**config.mk**
```make
export PLATFORM = sky130hd
export DESIGN_NAME = gf16_mul_array
export DESIGN_NICKNAME = d
export VERILOG_FILES = /design/src/rtl/gf16_mul_array.sv
export SDC_FILE = /design/constraint.sdc
export NUM_CORES = 2
export LEC_CHECK = 0
export ABC_AREA = 1
export CAP_MARGIN = 20
export CELL_PAD_IN_SITES_DETAIL_PLACEMENT = 0
export CELL_PAD_IN_SITES_GLOBAL_PLACEMENT = 1
export CORE_ASPECT_RATIO = 0.9
export CORE_UTILIZATION = 39
export DETAILED_ROUTE_END_ITERATION = 10
export PLACE_DENSITY_LB_ADDON = 0.25
export REMOVE_ABC_BUFFERS = 1
export SLEW_MARGIN = 20
export SYNTH_ARGS = -nofsm -noshare
export SYNTH_HDL_FRONTEND = slang
export SYNTH_SLANG_ARGS = --single-unit
```
**constraint.sdc**
```tcl
create_clock -name clk -period 1.8 [get_ports clk]
set_input_delay 0.45 -clock clk [delete_from_list [all_inputs] [get_ports clk]]
set_output_delay 0.45 -clock clk [all_outputs]
set_load 0.02 [all_outputs]
```
**src/rtl/gf16_mul_array.sv**
```systemverilog
// gf16_mul_array: LANES parallel GF(2^W) lanes computing r[k] = o[k]*t + add[k] mod POLY.
// The broadcast multiplier digit t is consumed DIGIT bits per cycle, MSB first (Horner),
// under a start/busy/done handshake. Vector bit 0 of every lane is the x^(W-1) coefficient.
module gf16_mul_array #(
  parameter int unsigned  LANES = 9,
  parameter int unsigned  W     = 16,
  parameter int unsigned  DIGIT = 4,
  parameter logic [W-1:0] POLY  = 16'h002D
) (
  input  logic               clk,
  input  logic               rst,
  input  logic               start,
  input  logic [0:LANES*W-1] o_in,
  input  logic [0:W-1]       t_in,
  input  logic [0:LANES*W-1] add_in,
  output logic [0:LANES*W-1] r_dat,
  output logic               busy,
  output logic               done
);

  localparam int unsigned STEPS = W / DIGIT;
  localparam int unsigned CW    = (STEPS > 1) ? $clog2(STEPS) : 1;

  // Reject digit sizes that do not tile the lane width
  generate
    if (W % DIGIT != 0) begin : g_bad_digit
      $error("gf16_mul_array: W must be a multiple of DIGIT");
    end
  endgenerate

  typedef enum logic {IDLE, RUN} state_t;

  state_t            state, state_d;
  logic [W-1:0]      o_q   [LANES];
  logic [W-1:0]      add_q [LANES];
  logic [W-1:0]      acc   [LANES];
  logic [W-1:0]      o_d   [LANES];
  logic [W-1:0]      add_d [LANES];
  logic [W-1:0]      acc_d [LANES];
  logic [W-1:0]      t_q, t_d;
  logic [CW-1:0]     cnt, cnt_d;
  logic [DIGIT-1:0]  dig;
  logic [0:LANES*W-1] r_d;
  logic              busy_d, done_d;

  // One Horner digit step: a*x^DIGIT + o*d, reduced one x^1 shift at a time
  function automatic logic [W-1:0] step_digit(input logic [W-1:0] a,
                                              input logic [W-1:0] o,
                                              input logic [DIGIT-1:0] d);
    logic [W-1:0] r;
    r = a;
    for (int i = int'(DIGIT) - 1; i >= 0; i--) begin
      r = {r[W-2:0], 1'b0} ^ (r[W-1] ? POLY : '0);
      if (d[i]) r = r ^ o;
    end
    return r;
  endfunction

  // Next-state, datapath and output logic
  always_comb begin
    state_d = state;
    busy_d  = busy;
    done_d  = 1'b0;
    r_d     = r_dat;
    t_d     = t_q;
    cnt_d   = cnt;
    o_d     = o_q;
    add_d   = add_q;
    acc_d   = acc;
    dig     = t_q[W-1 -: DIGIT];
    case (state)
      IDLE: begin
        if (start) begin
          for (int k = 0; k < int'(LANES); k++) begin
            o_d[k]   = o_in[k*W +: W];
            add_d[k] = add_in[k*W +: W];
            acc_d[k] = '0;
          end
          t_d     = t_in;
          cnt_d   = '0;
          busy_d  = 1'b1;
          state_d = RUN;
        end
      end
      RUN: begin
        for (int k = 0; k < int'(LANES); k++) begin
          acc_d[k] = step_digit(acc[k], o_q[k], dig);
        end
        t_d   = t_q << DIGIT;
        cnt_d = CW'(cnt + 1'b1);
        if (cnt == CW'(STEPS - 1)) begin
          for (int k = 0; k < int'(LANES); k++) begin
            r_d[k*W +: W] = acc_d[k] ^ add_q[k];
          end
          done_d  = 1'b1;
          busy_d  = 1'b0;
          state_d = IDLE;
        end
      end
      default: state_d = IDLE;
    endcase
  end

  // State and datapath registers with synchronous reset
  always_ff @(posedge clk) begin
    if (rst) begin
      state <= IDLE;
      busy  <= 1'b0;
      done  <= 1'b0;
      r_dat <= '0;
      t_q   <= '0;
      cnt   <= '0;
      o_q   <= '{default: '0};
      add_q <= '{default: '0};
      acc   <= '{default: '0};
    end else begin
      state <= state_d;
      busy  <= busy_d;
      done  <= done_d;
      r_dat <= r_d;
      t_q   <= t_d;
      cnt   <= cnt_d;
      o_q   <= o_d;
      add_q <= add_d;
      acc   <= acc_d;
    end
  end

endmodule

```
# Yosys cells after proc, flatten, opt, wreduce, memory -nomap -nowiden

Cells that the tools add are included.

Register bits: 597
Input bits: 307
Output and inout bits: 146
Logic and storage cells: 244

$add $sub $neg: 1
Eq/ne operators: 3
Multiplexer cells: 121
Bitwise operators: 82
Reductions and logical operators: 4

Operator list:

| operator                                               | count |
|---|---|
| 2-to-1 mux 16 bit                                      | 73 |
| XOR 16 bit                                             | 45 |
| XOR 16 x 6 -> 16 bit                                   | 36 |
| case mux 144 bit (2 select lines)                      | 1 |
| 2-to-1 mux 6 bit                                       | 36 |
| 2-to-1 mux 144 bit                                     | 1 |
| case mux 16 bit (2 select lines)                       | 1 |
| AND reduction 2 bit                                    | 3 |
| 2-to-1 mux 1 bit                                       | 5 |
| case mux 1 bit (2 select lines)                        | 2 |
| case mux 2 bit (2 select lines)                        | 1 |
| adder 2 x 1 -> 2 bit (second input constant)           | 1 |
| equality test 2 bit (second input constant)            | 1 |
| 2-to-1 mux 2 bit                                       | 1 |
| inequality test 2 x 1 -> 1 bit (second input constant) | 1 |
| inequality test 2 bit (second input constant)          | 1 |
| OR reduction 2 bit                                     | 1 |
| inverter 1 bit                                         | 1 |

# Longest topological paths before layout

Word-level depth: 21
Depth in mapped cells: 17
Depth with buffers taken out: 14

# Worst setup path before layout

Ideal clock, no wire load.

Path type: flip-flop to flip-flop
Start point: register t_q[15]
End point: register r_dat[71] (netlist name)
Library setup time: 0.114 ns
Data arrival time: 1.493 ns
Required time: 1.686 ns
Path slack: 0.194 ns
Stages on the path, launching flop included: 11
Path buffers: 2
Period minus slack after synthesis: 1.606 ns
Path through: dfxtp_1 -> buf_4 -> buf_2 -> nand2_1 -> xnor2_1 -> xor2_1 -> or2_2 -> nand2_1 -> nand2_1 -> nand3_1 -> nand2_1

Cells in the longest elaborated chain, start to end: 15

Ends and longest elaborated chain:

| item                     | line | text |
|---|---|---|
| start, declared          | 40   | `logic [W-1:0] t_q, t_d;` |
| start signal, assigned   | 121  | `t_q <= t_d;` |
| 2-to-1 mux 16 bit (*)    | 54   | `if (d[i]) r = r ^ o;` |
| 2-to-1 mux 16 bit (*)    | 71   | `case (state)` |
| XOR 16 x 6 -> 16 bit (*) | 53   | `r = {r[W-2:0], 1'b0} ^ (r[W-1] ? POLY : '0);` |
| XOR 16 bit               | 54   |  |
| 2-to-1 mux 16 bit (*)    | 54   |  |
| 2-to-1 mux 16 bit (*)    | 71   |  |
| XOR 16 x 6 -> 16 bit (*) | 53   |  |
| XOR 16 bit               | 54   |  |
| 2-to-1 mux 16 bit (*)    | 54   |  |
| 2-to-1 mux 16 bit (*)    | 71   |  |
| XOR 16 x 6 -> 16 bit (*) | 53   |  |
| XOR 16 bit               | 54   |  |
| 2-to-1 mux 16 bit (*)    | 54   |  |
| 2-to-1 mux 16 bit (*)    | 71   |  |
| XOR 16 bit (*)           | 93   | `r_d[k*W +: W] = acc_d[k] ^ add_q[k];` |
| end signal, assigned     | 120  | `r_dat <= r_d;` |
| end, declared            | 16   | `output logic [0:LANES*W-1] r_dat,` |

Mark *: on every way between the ends. The rest lies on a longest branch, timed or not. The select of a mux whose other input is x is not followed.
A chain may end at the register's enable or synchronous reset.

# Worst setup path in the final report

Start point: register t_q[14]
End point: register r_dat[70] (netlist name)

Cells in the longest elaborated chain, start to end: 11

Ends and longest elaborated chain:

| item                     | line |
|---|---|
| 2-to-1 mux 16 bit (*)    | 54 |
| 2-to-1 mux 16 bit (*)    | 71 |
| XOR 16 x 6 -> 16 bit (*) | 53 |
| XOR 16 bit               | 54 |
| 2-to-1 mux 16 bit (*)    | 54 |
| 2-to-1 mux 16 bit (*)    | 71 |
| XOR 16 x 6 -> 16 bit (*) | 53 |
| XOR 16 bit               | 54 |
| 2-to-1 mux 16 bit (*)    | 54 |
| 2-to-1 mux 16 bit (*)    | 71 |
| XOR 16 bit (*)           | 93 |

Marks and branches as above.

==> out/results.tsv <==
metric	value	unit
dr.pass1.iters	5	
ys_ff_latch	597	
layout_commonest_cell	nand2_1	
synth_top_cell_area_share	0.351	
cellLeakagePower	22.4	nW
drt_iter0_drc	1912	
grt_pass1_wl	178	mm
clockRootBuffer	clkbuf_16	
final_cell_mix	1732 x nand2_1, 590 x dfxtp_1, 469 x inv_1, 422 x nand3_1, 321 x nor2_1	
path_clk_slew	0.06	ns
finalWeightedCongestion	0.858	
hold_viol	0	
hpwl	80.5	mm
wirelength	117	mm
grt_setup_unrepaired	true	
dieArea	88500	sq um
layout.cells.non_filler	7252	
via_per_inst	4.87	
post-route-period-util	1.09	
grt_pass1_vias	32800	
htreeDepth	3	
boundaryPins	453	
placedCellCount	7063	
synth_cell_types	28	
io_buffers	452	
violations	negative setup slack	
vias	35300	
pre_cts_slack	-0.529	ns
synthTopCellsByArea	dfxtp_1 35%, nand2_1 23%, nand3_1 8.0%	
final_area	48000	sq um
period_minus_slack	1.96	ns
coreArea	86300	sq um
cp_max_fo	7	
outcome	finished with violations	
syn2layout_area_growth	41.1	%
grt_max_degree	114	
synth_cells	5438	
finClkSkew	0.0238	ns
holdWs	0.268	ns
hold_path.class	in -> reg	
grt_use_total	0.253	
die_w	313	microns
cts_tree	built	
final_core_util	0.557	
avgSynthCellArea	6.26	sq um
endpoint_kind	flop	
dpl_cell_area	41700	sq um
cp-start-kind	flop	
ant_nets	0	
powerDensity	771	nW/um^2
clock.fmax	509	MHz
die-height	282	microns
drv_slew	0	
relSlewSlack	0.516	
seq_area_frac_synth	0.351	
syn-cell-area	34000	sq um
maxCapViolations	0	
vdd_drop_max	707	uV
cts_buffers	71	
ys_warn_count	0	
required	2.30	ns
critical_path_arrival	2.47	ns
worst_slew_pin_slew	0.727	ns
yosysTopAreaCell	dfxtp_1	
critical_path_class	reg -> reg	
start_util	0.394	
layout.nets	6363	
post-route-drc-count	0	
grt_antenna_before_repair	10	
cts.hold.buffers_added	0	
drive_above_1_share	0.189	
fin_ws	-0.164	ns
grt-ovfl-total	0	
clk_latency	0.62	ns
ctsLongestPathBuffers	3	
placementRows	102	
final-setup-viol-count	158	
cts.sinks	597	
routedWlPerCell	16.2	microns
-- layer usage --
metal,wire length [microns],GRT usage,up-vias
met5,68,0,-
met1,53600,0.334,16300
met4,3010,0.0713,10
met2,55000,0.429,697
li1,-,-,18100
met3,5690,0.0351,172
-- layout make-up --
type / count / area (sq um)
clock buffer: 107 / 2100
clock inverter: 15 / 282
fill: 8569 / 38200
timing repair buffer: 805 / 8470
inverter: 536 / 2040
tap: 1144 / 1430
sequential: 597 / 12000
antenna: 4 / 10.0
multi-input combinational: 4044 / 21700
-- worst max-delay path: stages, from the launching register on --
cell	delay, ns
dfxtp_4	0.38
buf_12	0.13
buf_16	0.15
buf_12	0.15
buf_12	0.14
nand2_4	0.06
xor2_4	0.16
xor2_2	0.16
or2_4	0.29
nand2_2	0.08
nand2_2	0.04
nand3_2	0.05
nand2_1	0.05
-- timing repair --
action                                  in CTS  in global routing
pin swaps                                  155                246
gates cloned                                 5                  7
endpoints found under the setup margin     318                288
gates resized for setup                    510                561
setup buffers                               30                 28
-- Yosys cell counts --
cell type / instances
a21oi_1: 294
a22oi_1: 6
buf_1: 15
buf_2: 32
buf_4: 33
buf_6: 10
buf_8: 2
clkbuf_1: 169
clkinv_1: 2
dfxtp_1: 597
ha_1: 1
inv_1: 534
nand2_1: 2069
nand2_2: 14
nand2_4: 1
nand2b_1: 4
nand3_1: 547
nand3_2: 8
nand3b_1: 32
nand4_1: 2
nor2_1: 325
nor2_2: 1
o21ai_0: 312
o21ai_1: 5
or2_1: 63
or2_2: 8
xnor2_1: 123
xor2_1: 229
-- state kept, by name, summed over array words and instances (netlist names) --
name and flops:
acc 144, cnt 2, done 1, state 1, o_q 144, t_q 16, add_q 144, busy 1
r_dat 144
-- worst paths after layout --
check	from	endpoint	slack [ns]	cells after the start
setup / recovery	t_q[14]	r_dat[70]	-0.16	12
hold / removal	rst	o_q[40]	0.27	4
setup reg to reg	t_q[14]	r_dat[70]	-0.16	12
hold reg to reg	r_dat[21]	r_dat[21]	0.44	2
-- where the power goes --
group / switching, mW / leakage (nW) / internal, mW
sequential: 0.771 / 4.89 / 13.9
clock: 5.92 / 1.17 / 9.18
combinational: 4.07 / 16.4 / 3.21
-- logic make-up (layout without fill, tap and decap cells) --
family	Yosys count	in the layout	synth area share
other cells	0	4	0
fa+ha+maj	1	1	0.000368
compound gates	617	617	0.0912
buf+inv	797	1463	0.0956
flops	597	597	0.351
simple gates	3074	3074	0.371
xor+xnor	352	352	0.0906
-- stage by stage --
step	TNS, ns	total power, mW
3_5_place_dp	-104.04	21.1
5_1_grt	-36.09	38.8
6_report	-10.50	37.0
2_1_floorplan	-5659.45	18.2
3_3_place_gp	-98.12	21.0
4_1_cts	-8.32	36.7
Power figures use the tool's default switching activity.
